**config.mk**
```make
export PLATFORM = sky130hd
export DESIGN_NAME = mc_datapath
export DESIGN_NICKNAME = d
export VERILOG_FILES = /design/src/rtl/mc_datapath.sv
export SDC_FILE = /design/constraint.sdc
export NUM_CORES = 1
export LEC_CHECK = 0
export BUFFER_PORTS_ARGS = -buffer_cell sky130_fd_sc_hd__buf_2
export CORE_ASPECT_RATIO = 1.5
export CORE_MARGIN = 3
export CORE_UTILIZATION = 44
export DETAILED_ROUTE_END_ITERATION = 8
export PLACE_DENSITY = 0.58
export SYNTH_ARGS = -nofsm -noshare
export SYNTH_HDL_FRONTEND = slang
export SYNTH_SLANG_ARGS = --single-unit
export TNS_END_PERCENT = 50
```
**constraint.sdc**
```tcl
create_clock -name clk -period 9.2 [get_ports clk]
set_input_delay 2.76 -clock clk [delete_from_list [all_inputs] [get_ports clk]]
set_output_delay 2.76 -clock clk [all_outputs]
set_load 0.01 [all_outputs]
```
**src/rtl/mc_datapath.sv**
```systemverilog
// rtl/mc_datapath.sv - multi-cycle 16-bit datapath: FETCH/DECODE/EXEC/MEM/WB with internal regfile and dmem
module mc_datapath #(
   parameter int WIDTH    = 16,
   parameter int PC_WIDTH = 6,
   parameter int DMEM_AW  = 3
) (
   input  logic                clk,
   input  logic                reset,
   output logic [PC_WIDTH-1:0] imem_addr,
   input  logic [15:0]         imem_data,
   input  logic                imem_valid,
   input  logic                PCSrc,
   input  logic                RegSrc,
   input  logic                RegEn,
   input  logic                ALUSrc,
   input  logic [3:0]          ALUOp,
   input  logic                DmemWr,
   input  logic                WrSrc,
   output logic [4:0]          Inst,
   output logic                IsZero,
   output logic [2:0]          state,
   output logic                retire
);

   typedef enum logic [2:0] {
      FETCH  = 3'd0,
      DECODE = 3'd1,
      EXEC   = 3'd2,
      MEM    = 3'd3,
      WB     = 3'd4
   } state_t;

   state_t               state_q, state_d;
   logic [PC_WIDTH-1:0]  pc_q, pc_d;
   logic [15:0]          ir_q;
   logic [WIDTH-1:0]     a_q, b_q, alu_q, mdr_q;
   logic                 zero_q;
   logic [WIDTH-1:0]     rf_q   [8];
   logic [WIDTH-1:0]     dmem_q [2**DMEM_AW];

   logic [2:0]           rd, ra, rb, rb_sel;
   logic [WIDTH-1:0]     imm_sext, bsel, alu_d, wb_data, rd_a, rd_b;
   logic [3:0]           shamt;
   logic [DMEM_AW-1:0]   dm_addr;
   logic [PC_WIDTH-1:0]  br_off;

   assign rd       = ir_q[10:8];
   assign ra       = ir_q[7:5];
   assign rb       = ir_q[4:2];
   assign imm_sext = {{(WIDTH-5){ir_q[4]}}, ir_q[4:0]};
   // Branch offset is imm*2; the top bit of the 4 low imm bits plus sign fills PC_WIDTH (needs PC_WIDTH >= 6).
   assign br_off   = {{(PC_WIDTH-5){ir_q[4]}}, ir_q[3:0], 1'b0};
   assign rb_sel   = RegSrc ? rb : rd;
   // r0 is hard-wired to zero on the read side as well as never being written.
   assign rd_a     = (ra == 3'd0) ? '0 : rf_q[ra];
   assign rd_b     = (rb_sel == 3'd0) ? '0 : rf_q[rb_sel];
   assign bsel     = ALUSrc ? imm_sext : b_q;
   assign shamt    = bsel[3:0];
   assign dm_addr  = alu_q[DMEM_AW-1:0];
   assign wb_data  = WrSrc ? alu_q : mdr_q;

   assign imem_addr = pc_q;
   assign Inst      = ir_q[15:11];
   assign IsZero    = zero_q;
   assign state     = state_q;
   assign retire    = (state_q == WB);

   // State register.
   always_ff @(posedge clk) begin
      if (reset) state_q <= FETCH;
      else       state_q <= state_d;
   end

   // Next-state: FETCH waits for a valid instruction, the rest advance every cycle.
   always_comb begin
      state_d = state_q;
      case (state_q)
         FETCH:   if (imem_valid) state_d = DECODE;
         DECODE:  state_d = EXEC;
         EXEC:    state_d = MEM;
         MEM:     state_d = WB;
         WB:      state_d = FETCH;
         default: state_d = FETCH;
      endcase
   end

   // ALU: all arithmetic wraps at WIDTH bits; shifts use only the low 4 bits of operand B.
   always_comb begin
      alu_d = a_q;
      case (ALUOp)
         4'd0:    alu_d = a_q + bsel;
         4'd1:    alu_d = a_q - bsel;
         4'd2:    alu_d = a_q & bsel;
         4'd3:    alu_d = a_q | bsel;
         4'd4:    alu_d = a_q ^ bsel;
         4'd5:    alu_d = ~(a_q | bsel);
         4'd6:    alu_d = a_q << shamt;
         4'd7:    alu_d = a_q >> shamt;
         4'd8:    alu_d = $unsigned($signed(a_q) >>> shamt);
         4'd9:    alu_d = {{(WIDTH-1){1'b0}}, ($signed(a_q) < $signed(bsel))};
         4'd10:   alu_d = {{(WIDTH-1){1'b0}}, (a_q < bsel)};
         4'd11:   alu_d = bsel;
         default: alu_d = a_q;
      endcase
   end

   // Next PC, only consumed in WB.
   always_comb begin
      pc_d = PCSrc ? (pc_q + br_off) : (pc_q + PC_WIDTH'(2));
   end

   // Holding registers, each loaded only in the state that owns it.
   always_ff @(posedge clk) begin
      if (reset) begin
         ir_q   <= '0;
         a_q    <= '0;
         b_q    <= '0;
         alu_q  <= '0;
         mdr_q  <= '0;
         zero_q <= 1'b0;
      end else begin
         case (state_q)
            FETCH:   if (imem_valid) ir_q <= imem_data;
            DECODE: begin
               a_q <= rd_a;
               b_q <= rd_b;
            end
            EXEC: begin
               alu_q  <= alu_d;
               zero_q <= (alu_d == '0);
            end
            MEM:     mdr_q <= dmem_q[dm_addr];
            default: ;
         endcase
      end
   end

   // Program counter advances only at the WB->FETCH edge.
   always_ff @(posedge clk) begin
      if (reset)               pc_q <= '0;
      else if (state_q == WB)  pc_q <= pc_d;
   end

   // Register file write-back; r0 is never written.
   always_ff @(posedge clk) begin
      if (reset) begin
         for (int i = 0; i < 8; i++) rf_q[i] <= '0;
      end else if (state_q == WB && RegEn && rd != 3'd0) begin
         rf_q[rd] <= wb_data;
      end
   end

   // Data memory store in MEM; MDR above captures the pre-write contents.
   always_ff @(posedge clk) begin
      if (reset) begin
         for (int i = 0; i < 2**DMEM_AW; i++) dmem_q[i] <= '0;
      end else if (state_q == MEM && DmemWr) begin
         dmem_q[dm_addr] <= b_q;
      end
   end

endmodule

```
==> impl_metrics.env, run 1 <==
export IMPL_sw_frac_of_total=0.2904
export IMPL_netlist_instances=2022
export IMPL_cp_start_kind="input port"
export IMPL_rsz0062_at_grt="no"
export IMPL_peakVddDrop_mv=0.1495
export IMPL_yosysWarnings=0
export IMPL_cts_hold_fix_buffers=0
export IMPL_cts_max_level=1
export IMPL_core_area_sq_mm=0.04588
export IMPL_globalRouteOverflowTotal=0
export IMPL_die_y_um=270.1
export IMPL_routed_via_density=6.332
export IMPL_crit_fanout=17
export IMPL_ys_ff_latch=348
export IMPL_slowest_stage="mux2i_4"
export IMPL_wl_per_cell_um=28.21
export IMPL_syn_avg_cell_area_sq_um=10.12
export IMPL_skew_ps=14.37
export IMPL_finalSetupViolations=0
export IMPL_fp_dieW_um=182.1
export IMPL_cts_sink_count=348
export IMPL_firstDrtPassIters=5
export IMPL_crit_required_ps=9730
export IMPL_clkLatencyLatePin_ps=580
export IMPL_dp_hpwl_mm=51.25
export IMPL_power_internal_mw=2.750
export IMPL_pre_cts_ws_ps=1982
export IMPL_clockRootBuffer="clkbuf_16"
export IMPL_path_clk_slew_ps=70
export IMPL_period_minus_slack_ps=6682
export IMPL_slowest_delay_ps=690
export IMPL_critPathTopFamily="compound AO/OA/AOI/OAI gates"
export IMPL_grt_max_degree=66
export IMPL_diodes=0
export IMPL_fin_setup_tns_ps=0
export IMPL_outcome="complete, no violations"
export IMPL_critical_path_class="input port to flop"
export IMPL_portBuffers=43
export IMPL_die_area_sq_mm=0.04918
export IMPL_wl_mm=73.52
export IMPL_cts_resized=0
export IMPL_sequentialPowerShare=0.469
export IMPL_async_flop_share=0
export IMPL_worst_ep_arrival_time_ps=7210
export IMPL_post_cts_buffers=0
export IMPL_drv_slew=0
export IMPL_fin_ws_ps=2518
export IMPL_power_total_mw=3.875
export IMPL_grt_pass1_vias=16160
export IMPL_final_layout_size_suffix_gt1_frac=0.1244
export IMPL_cts_tree="yes"
export IMPL_relSlewSlack=0.1659
export IMPL_tightest_slew_ps=1240
export IMPL_vias=16500
export IMPL_hold_path_class="flop to flop"
export IMPL_drv_cap=0
export IMPL_clk_path_buf_depth=3
export IMPL_syn_area_sq_mm=0.02046
export IMPL_crit_buf_inv=1
export IMPL_synth_edf_count=256
export IMPL_p_sw_mw=1.125
export IMPL_crit_path_end_kind="flop"
export IMPL_cts_made_buffers=31
export IMPL_seq_area_frac_synth=0.4657
export IMPL_fmax_ghz=0.1497
export IMPL_nNetsFinal=2080
export IMPL_fp_row_count=96
export IMPL_drtAntennaViolNets=0
export IMPL_pin_count=45
export IMPL_initial_utilization=0.4460
export IMPL_combPwrFrac=0.183
export IMPL_finalCritPeriodShare=0.7263
export IMPL_area_growth_pct=9.043
export IMPL_powerDensity_mw_per_mm2=173.7
export IMPL_yosys_most_used_dff="edfxtp_1"
export IMPL_grt_usage=0.2891
export IMPL_p_leak_nw=7.894
export IMPL_globalplace_congestion=0.9917
export IMPL_grt_pass1_wl_mm=107.5
export IMPL_crit_chain="buf_2, mux2i_4, ha_1, and3_1, a22oi_1, a211oi_1, or4b_2, o32ai_1, nand4_1, a2111oi_0, and4_1, a31o_1"
export IMPL_hold_viol_final=0
export IMPL_drc_errors=0
export IMPL_drt_initial_drc_count=1418
export IMPL_final_core_util=0.4863
export IMPL_synth_cell_types=85
export IMPL_antenna_found_initial=0
export IMPL_p_clk_frac=0.349
==> cells by family (layout without fill, tap and decap cells) <==
kind of cell    Yosys count  count (layout)  share of synthesized area
other cells               1              17                  0.0001833
simple gates            712             712                     0.1680
fa+ha+maj                58              58                    0.03657
xor+xnor                 12              12                   0.005136
buf+inv                 241             221                    0.04696
mux                     178             178                     0.1164
compound gates          472             472                     0.1610
flops                   348             348                     0.4657
==> worst reg2reg max path, stage by stage, from the launching register on <==
cell,delay [ps]
dfxtp_1,760
mux2i_4,140
inv_1,350
ha_1,290
inv_1,70
fa_1,460
and3b_1,270
o21ai_0,170
a2111oi_0,830
o22ai_1,300
o221a_2,360
o221a_2,230
o21a_1,160
and4_1,190
a31o_1,200
==> per-stage QoR <==
| stage | hold WS (ps) | instances | area [sq um] |
|---|---|---|---|
| CTS | 452.4 | 2606 | 22310 |
| global route | 476.7 | 2606 | 22310 |
| global placement | 438.3 | 2548 | 21270 |
| floorplan | 436.0 | 2038 | 20520 |
| finish | 451.0 | 2606 | 22310 |
| detailed placement | 443.0 | 2548 | 21270 |
==> state kept, by name (all words and copies together) (netlist names), named ones only <==
| register | flops |
|---|---|
| ir_q | 16 |
| state | 3 |
| alu_q | 16 |
| IsZero | 1 |
| dmem_q | 128 |
| a_q | 16 |
| b_q | 16 |
| imem_addr | 5 |
| rf_q | 128 |
| mdr_q | 16 |
==> cells in the mapped netlist (55+ instances only) <==
| library cell | instances | area [sq um] |
|---|---|---|
| inv_1 | 56 | 210.2 |
| a21oi_1 | 99 | 495.5 |
| nor3_1 | 64 | 320.3 |
| o21ai_0 | 64 | 320.3 |
| mux2i_1 | 112 | 1121 |
| nand2_1 | 158 | 593.1 |
| ha_1 | 55 | 688.2 |
| clkbuf_1 | 140 | 525.5 |
| dfxtp_1 | 92 | 1842 |
| nor2_1 | 241 | 904.6 |
| and2_1 | 112 | 700.7 |
| edfxtp_1 | 256 | 7687 |
==> final timing paths <==
path,from,to,slack [ps],depth (start not counted)
worst max-delay path,ALUSrc,IsZero$_SDFFE_PP0N_,2520,12
worst max register to register,b_q[0]$_SDFFE_PP0P_,IsZero$_SDFFE_PP0N_,4340,14
worst min register to register,ir_q[12]$_SDFFE_PP0P_,ir_q[12]$_SDFFE_PP0P_,450,2
worst min-delay path,ir_q[12]$_SDFFE_PP0P_,ir_q[12]$_SDFFE_PP0P_,450,2
==> metal layers <==
metal	GRT usage	up-vias	wire length [um]
met4	0.1687	0	5080
met5	0	-	0
met2	0.5166	602	38110
met3	0.02290	190	3102
li1	-	7484	-
met1	0.3372	8225	27230
==> cell type report <==
class	instances	area, sq um
inverters	64	242.7
well taps	588	735.7
fillers	4306	23570
repair buffers	99	638.1
clock buffers	39	845.8
clock inverters	19	200.2
flip-flops and latches	348	9534
multi-input cells	1449	10120
==> power groups by stage <==
stage | clock (mW) | combinational, mW | sequential [mW]
5_1_grt | 1.42 | 0.754 | 1.82
4_1_cts | 1.37 | 0.700 | 1.82
3_5_place_dp | 0 | 0.697 | 1.85
6_report | 1.35 | 0.709 | 1.82
3_3_place_gp | 0 | 0.697 | 1.85
2_1_floorplan | 0 | 0.478 | 1.81
==> cell usage in the layout, fill, tap and decap left out, drive strengths merged, types with 18 or more instances in the layout <==
cell / count
a21oi: 99
nor2: 241
nand3: 23
clkbuf: 39
a211oi: 48
o221ai: 21
mux4: 45
and2: 113
a22oi: 40
dfxtp: 92
clkinv: 18
inv: 60
edfxtp: 256
nand2: 158
nor3: 64
a221oi: 28
o21ai: 64
mux2i: 113
buf: 99
mux2: 20
o22ai: 26
ha: 55
o211ai: 21
Note: power is estimated with default switching activity, not from simulation.
==> run 2: changes to the inputs <==
- ABC_AREA: unset -> 1
- clock period: 9.2 -> 6.7 ns (I/O delays scaled with it)
==> run 2 against run 1 <==
Critical path depth grew 5. Sequential share of layout area grew 0.64 points. Synthesized cell count grew 28%. Wire length grew 7.1%. Die area shrank 1.1%. Area after synthesis shrank 1.2%.
==> impl_metrics.env, run 2 <==
export IMPL_crit_required_ps=7210
export IMPL_r2r_slack_ps=2610
export IMPL_crit_cells=17
export IMPL_fin_ws_ps=1672
export IMPL_relSlewSlack=0.2345
export IMPL_fmax_ghz=0.1989
export IMPL_finalCritPeriodShare=0.7504
export IMPL_syn_avg_cell_area_sq_um=7.824
export IMPL_wl_per_cell_um=24.75
export IMPL_globalRouteOverflowTotal=0
export IMPL_final_layout_size_suffix_gt1_frac=0.06546
export IMPL_crit_end="IsZero$_SDFFE_PP0N_"
export IMPL_drv_slew=0
export IMPL_pin_count=45
export IMPL_r2r_start="b_q[10]$_SDFFE_PP0P_"
export IMPL_grt_usage=0.3135
export IMPL_firstDrtPassIters=7
export IMPL_fp_row_count=95
export IMPL_cp_start_kind="input port"
export IMPL_yosysMostFrequentCell="nor2_1"
export IMPL_portBuffers=43
export IMPL_reg2reg_to="IsZero$_SDFFE_PP0N_"
export IMPL_cts_tree="yes"
export IMPL_pre_cts_ws_ps=1234
export IMPL_cts_made_buffers=31
export IMPL_ys_top_cells_by_count="529 x nor2_1, 427 x nand2_1, 287 x o21ai_0, 256 x edfxtp_1, 235 x nand3_1"
export IMPL_drtAntennaViolNets=0
export IMPL_vias=18830
export IMPL_antenna_found_initial=1
export IMPL_clk_path_buf_depth=3
export IMPL_critPathTopFamily="compound AO/OA/AOI/OAI gates"
export IMPL_skew_ps=12.18
export IMPL_stdcell_count=3181
export IMPL_outcome="complete, no violations"
export IMPL_worst_ep_arrival_time_ps=5540
export IMPL_clockRootBuffer="clkbuf_16"
export IMPL_fin_setup_tns_ps=0
export IMPL_grt_pass1_wl_mm=114.6
export IMPL_netlist_area_leader_share=0.3801
export IMPL_grt_max_degree=68
export IMPL_slowest_stage="a21oi_1"
export IMPL_hold_viol_final=0
export IMPL_yosys_most_used_dff="edfxtp_1"
export IMPL_syn_area_sq_mm=0.02023
export IMPL_synth_edf_count=256
export IMPL_final_cell_mix="529 x nor2_1, 427 x nand2_1, 286 x o21ai_0"
export IMPL_reg_top3="dmem_q x128, rf_q x128"
export IMPL_synth_cell_types=48
export IMPL_mostFrequentLayoutCell="nor2_1"
export IMPL_yosysWarnings=0
export IMPL_worst_setup_path_startpoint="ALUSrc"
export IMPL_globalplace_congestion=1.049
export IMPL_async_flop_share=0
export IMPL_seq_area_frac_synth=0.4711
export IMPL_initial_utilization=0.4478
export IMPL_yosys_area_top_type="edfxtp_1"
export IMPL_peakVddDrop_mv=0.2287
export IMPL_die_y_um=268.6
export IMPL_cts_sink_count=348
export IMPL_synthTopCellsByArea="edfxtp_1 38%, nor2_1 9.8%, dfxtp_1 9.1%"
export IMPL_drv_cap=0
export IMPL_cts_max_level=1
export IMPL_min_path_cells=2
export IMPL_dp_hpwl_mm=56.29
export IMPL_powerDensity_mw_per_mm2=253.2
export IMPL_nFillCells=4474
export IMPL_hold_path_class="flop to flop"
export IMPL_finalSetupViolations=0
export IMPL_crit_buf_inv=4
export IMPL_grt_pass1_vias=18150
export IMPL_clkLatencyLatePin_ps=590
export IMPL_fp_dieW_um=181.1
export IMPL_drc_errors=0
export IMPL_nNetsFinal=2660
export IMPL_rsz0062_at_grt="no"
export IMPL_path_clk_slew_ps=80
export IMPL_netlist_instances=2585
export IMPL_crit_fanout=16
export IMPL_die_area_sq_mm=0.04863
export IMPL_cts_hold_fix_buffers=0
export IMPL_wl_mm=78.74
export IMPL_critical_path_class="input port to flop"
export IMPL_core_area_sq_mm=0.04517
export IMPL_tightest_slew_ps=1145
export IMPL_crit_path_end_kind="flop"
export IMPL_holdWs_ps=450.3
export IMPL_routed_via_density=5.918
export IMPL_period_minus_slack_ps=5028
export IMPL_ys_ff_latch=348
export IMPL_slowest_delay_ps=600
export IMPL_area_growth_pct=8.661
export IMPL_drt_initial_drc_count=1959
export IMPL_numPlacedInstances=3122
export IMPL_post_cts_buffers=0
export IMPL_crit_chain="buf_2, buf_4, o21ai_0, inv_1, ha_1, inv_1, nand2_1, o21ai_0, a21oi_1, nand3_1, nand3_1, nand4_1, nand2_1, nand2_1, nor2_1, nand3_1, a21oi_1"
export IMPL_rr_worst_depth=16
export IMPL_cts_resized=0
export IMPL_p_leak_nw=8.907
## run 2: worst min path at each step
| stage | start | end | slack (ps) |
|---|---|---|---|
| final | ir_q[14]$_SDFFE_PP0P_ | ir_q[14]$_SDFFE_PP0P_ | 450 |
| after global routing | ir_q[15]$_SDFFE_PP0P_ | ir_q[15]$_SDFFE_PP0P_ | 480 |
| after CTS | ir_q[15]$_SDFFE_PP0P_ | ir_q[15]$_SDFFE_PP0P_ | 450 |
| after detailed placement | ir_q[15]$_SDFFE_PP0P_ | ir_q[15]$_SDFFE_PP0P_ | 440 |
| after global placement | ir_q[15]$_SDFFE_PP0P_ | ir_q[15]$_SDFFE_PP0P_ | 430 |
| after floorplan | ir_q[11]$_SDFFE_PP0P_ | ir_q[11]$_SDFFE_PP0P_ | 420 |
## run 2: per-stage QoR
step | util | cell area [sq um] | total power, mW
final | 0.4866 | 21980 | 5.564
after global placement | 0.4622 | 20880 | 3.634
after floorplan | - | 20290 | 3.226
after global routing | 0.4865 | 21970 | 5.766
after CTS | 0.4865 | 21970 | 5.567
after detailed placement | 0.4622 | 20880 | 3.634
## run 2: routing by layer
metal  global-route usage  share of wire  vias up  wire [um]
li1                     -              -     8734          -
met1               0.3380           0.34     8973      27070
met2               0.5690           0.51      854      40310
met3              0.03401          0.058      265       4573
met4               0.2311          0.086        0       6792
met5                    0              0        -          0
## run 2: worst reg2reg max path, cell delays in order (launching register included)
cell and delay [ps]:
dfxtp_1 310, clkinv_1 380, o21ai_0 690, inv_1 150, ha_1 460, inv_1 200
nand2_1 150, o21ai_0 140, a21oi_1 600, nand3_1 160, nand3_1 140, nand4_1 90
nand2_1 120, nand2_1 60, nor2_1 150, nand3_1 100, a21oi_1 120
## run 2: area by class of cell
type / instances / area [sq um] / share of cell area
multi-input cells: 1877 / 9220 / 0.4195
well taps: 582 / 728.2 / 0.03313
flip-flops and latches: 348 / 9532 / 0.4337
repair buffers: 83 / 515.5 / 0.02346
clock inverters: 17 / 235.2 / 0.01070
inverters: 232 / 880.8 / 0.04008
diodes: 2 / 5.005 / 0.0002277
clock buffers: 40 / 860.8 / 0.03917
## run 2: cell families (layout without fill, tap and decap cells)
| group | count (synthesis) | count (layout) | share of synthesized area |
|---|---|---|---|
| buf+inv | 376 | 372 | 0.07621 |
| flops | 348 | 348 | 0.4711 |
| xor+xnor | 1 | 1 | 0.0004331 |
| simple gates | 1240 | 1240 | 0.2526 |
| other cells | 1 | 19 | 0.0001854 |
| fa+ha+maj | 58 | 58 | 0.03699 |
| mux | 13 | 13 | 0.006433 |
| compound gates | 548 | 548 | 0.1560 |
## run 2: power by group
group | internal [mW] | leakage, nW | switching [mW]
logic | 0.292 | 4.98 | 0.850
clock network | 1.13 | 0.540 | 0.817
registers | 2.40 | 3.39 | 0.0660
total | 3.83 | 8.91 | 1.73
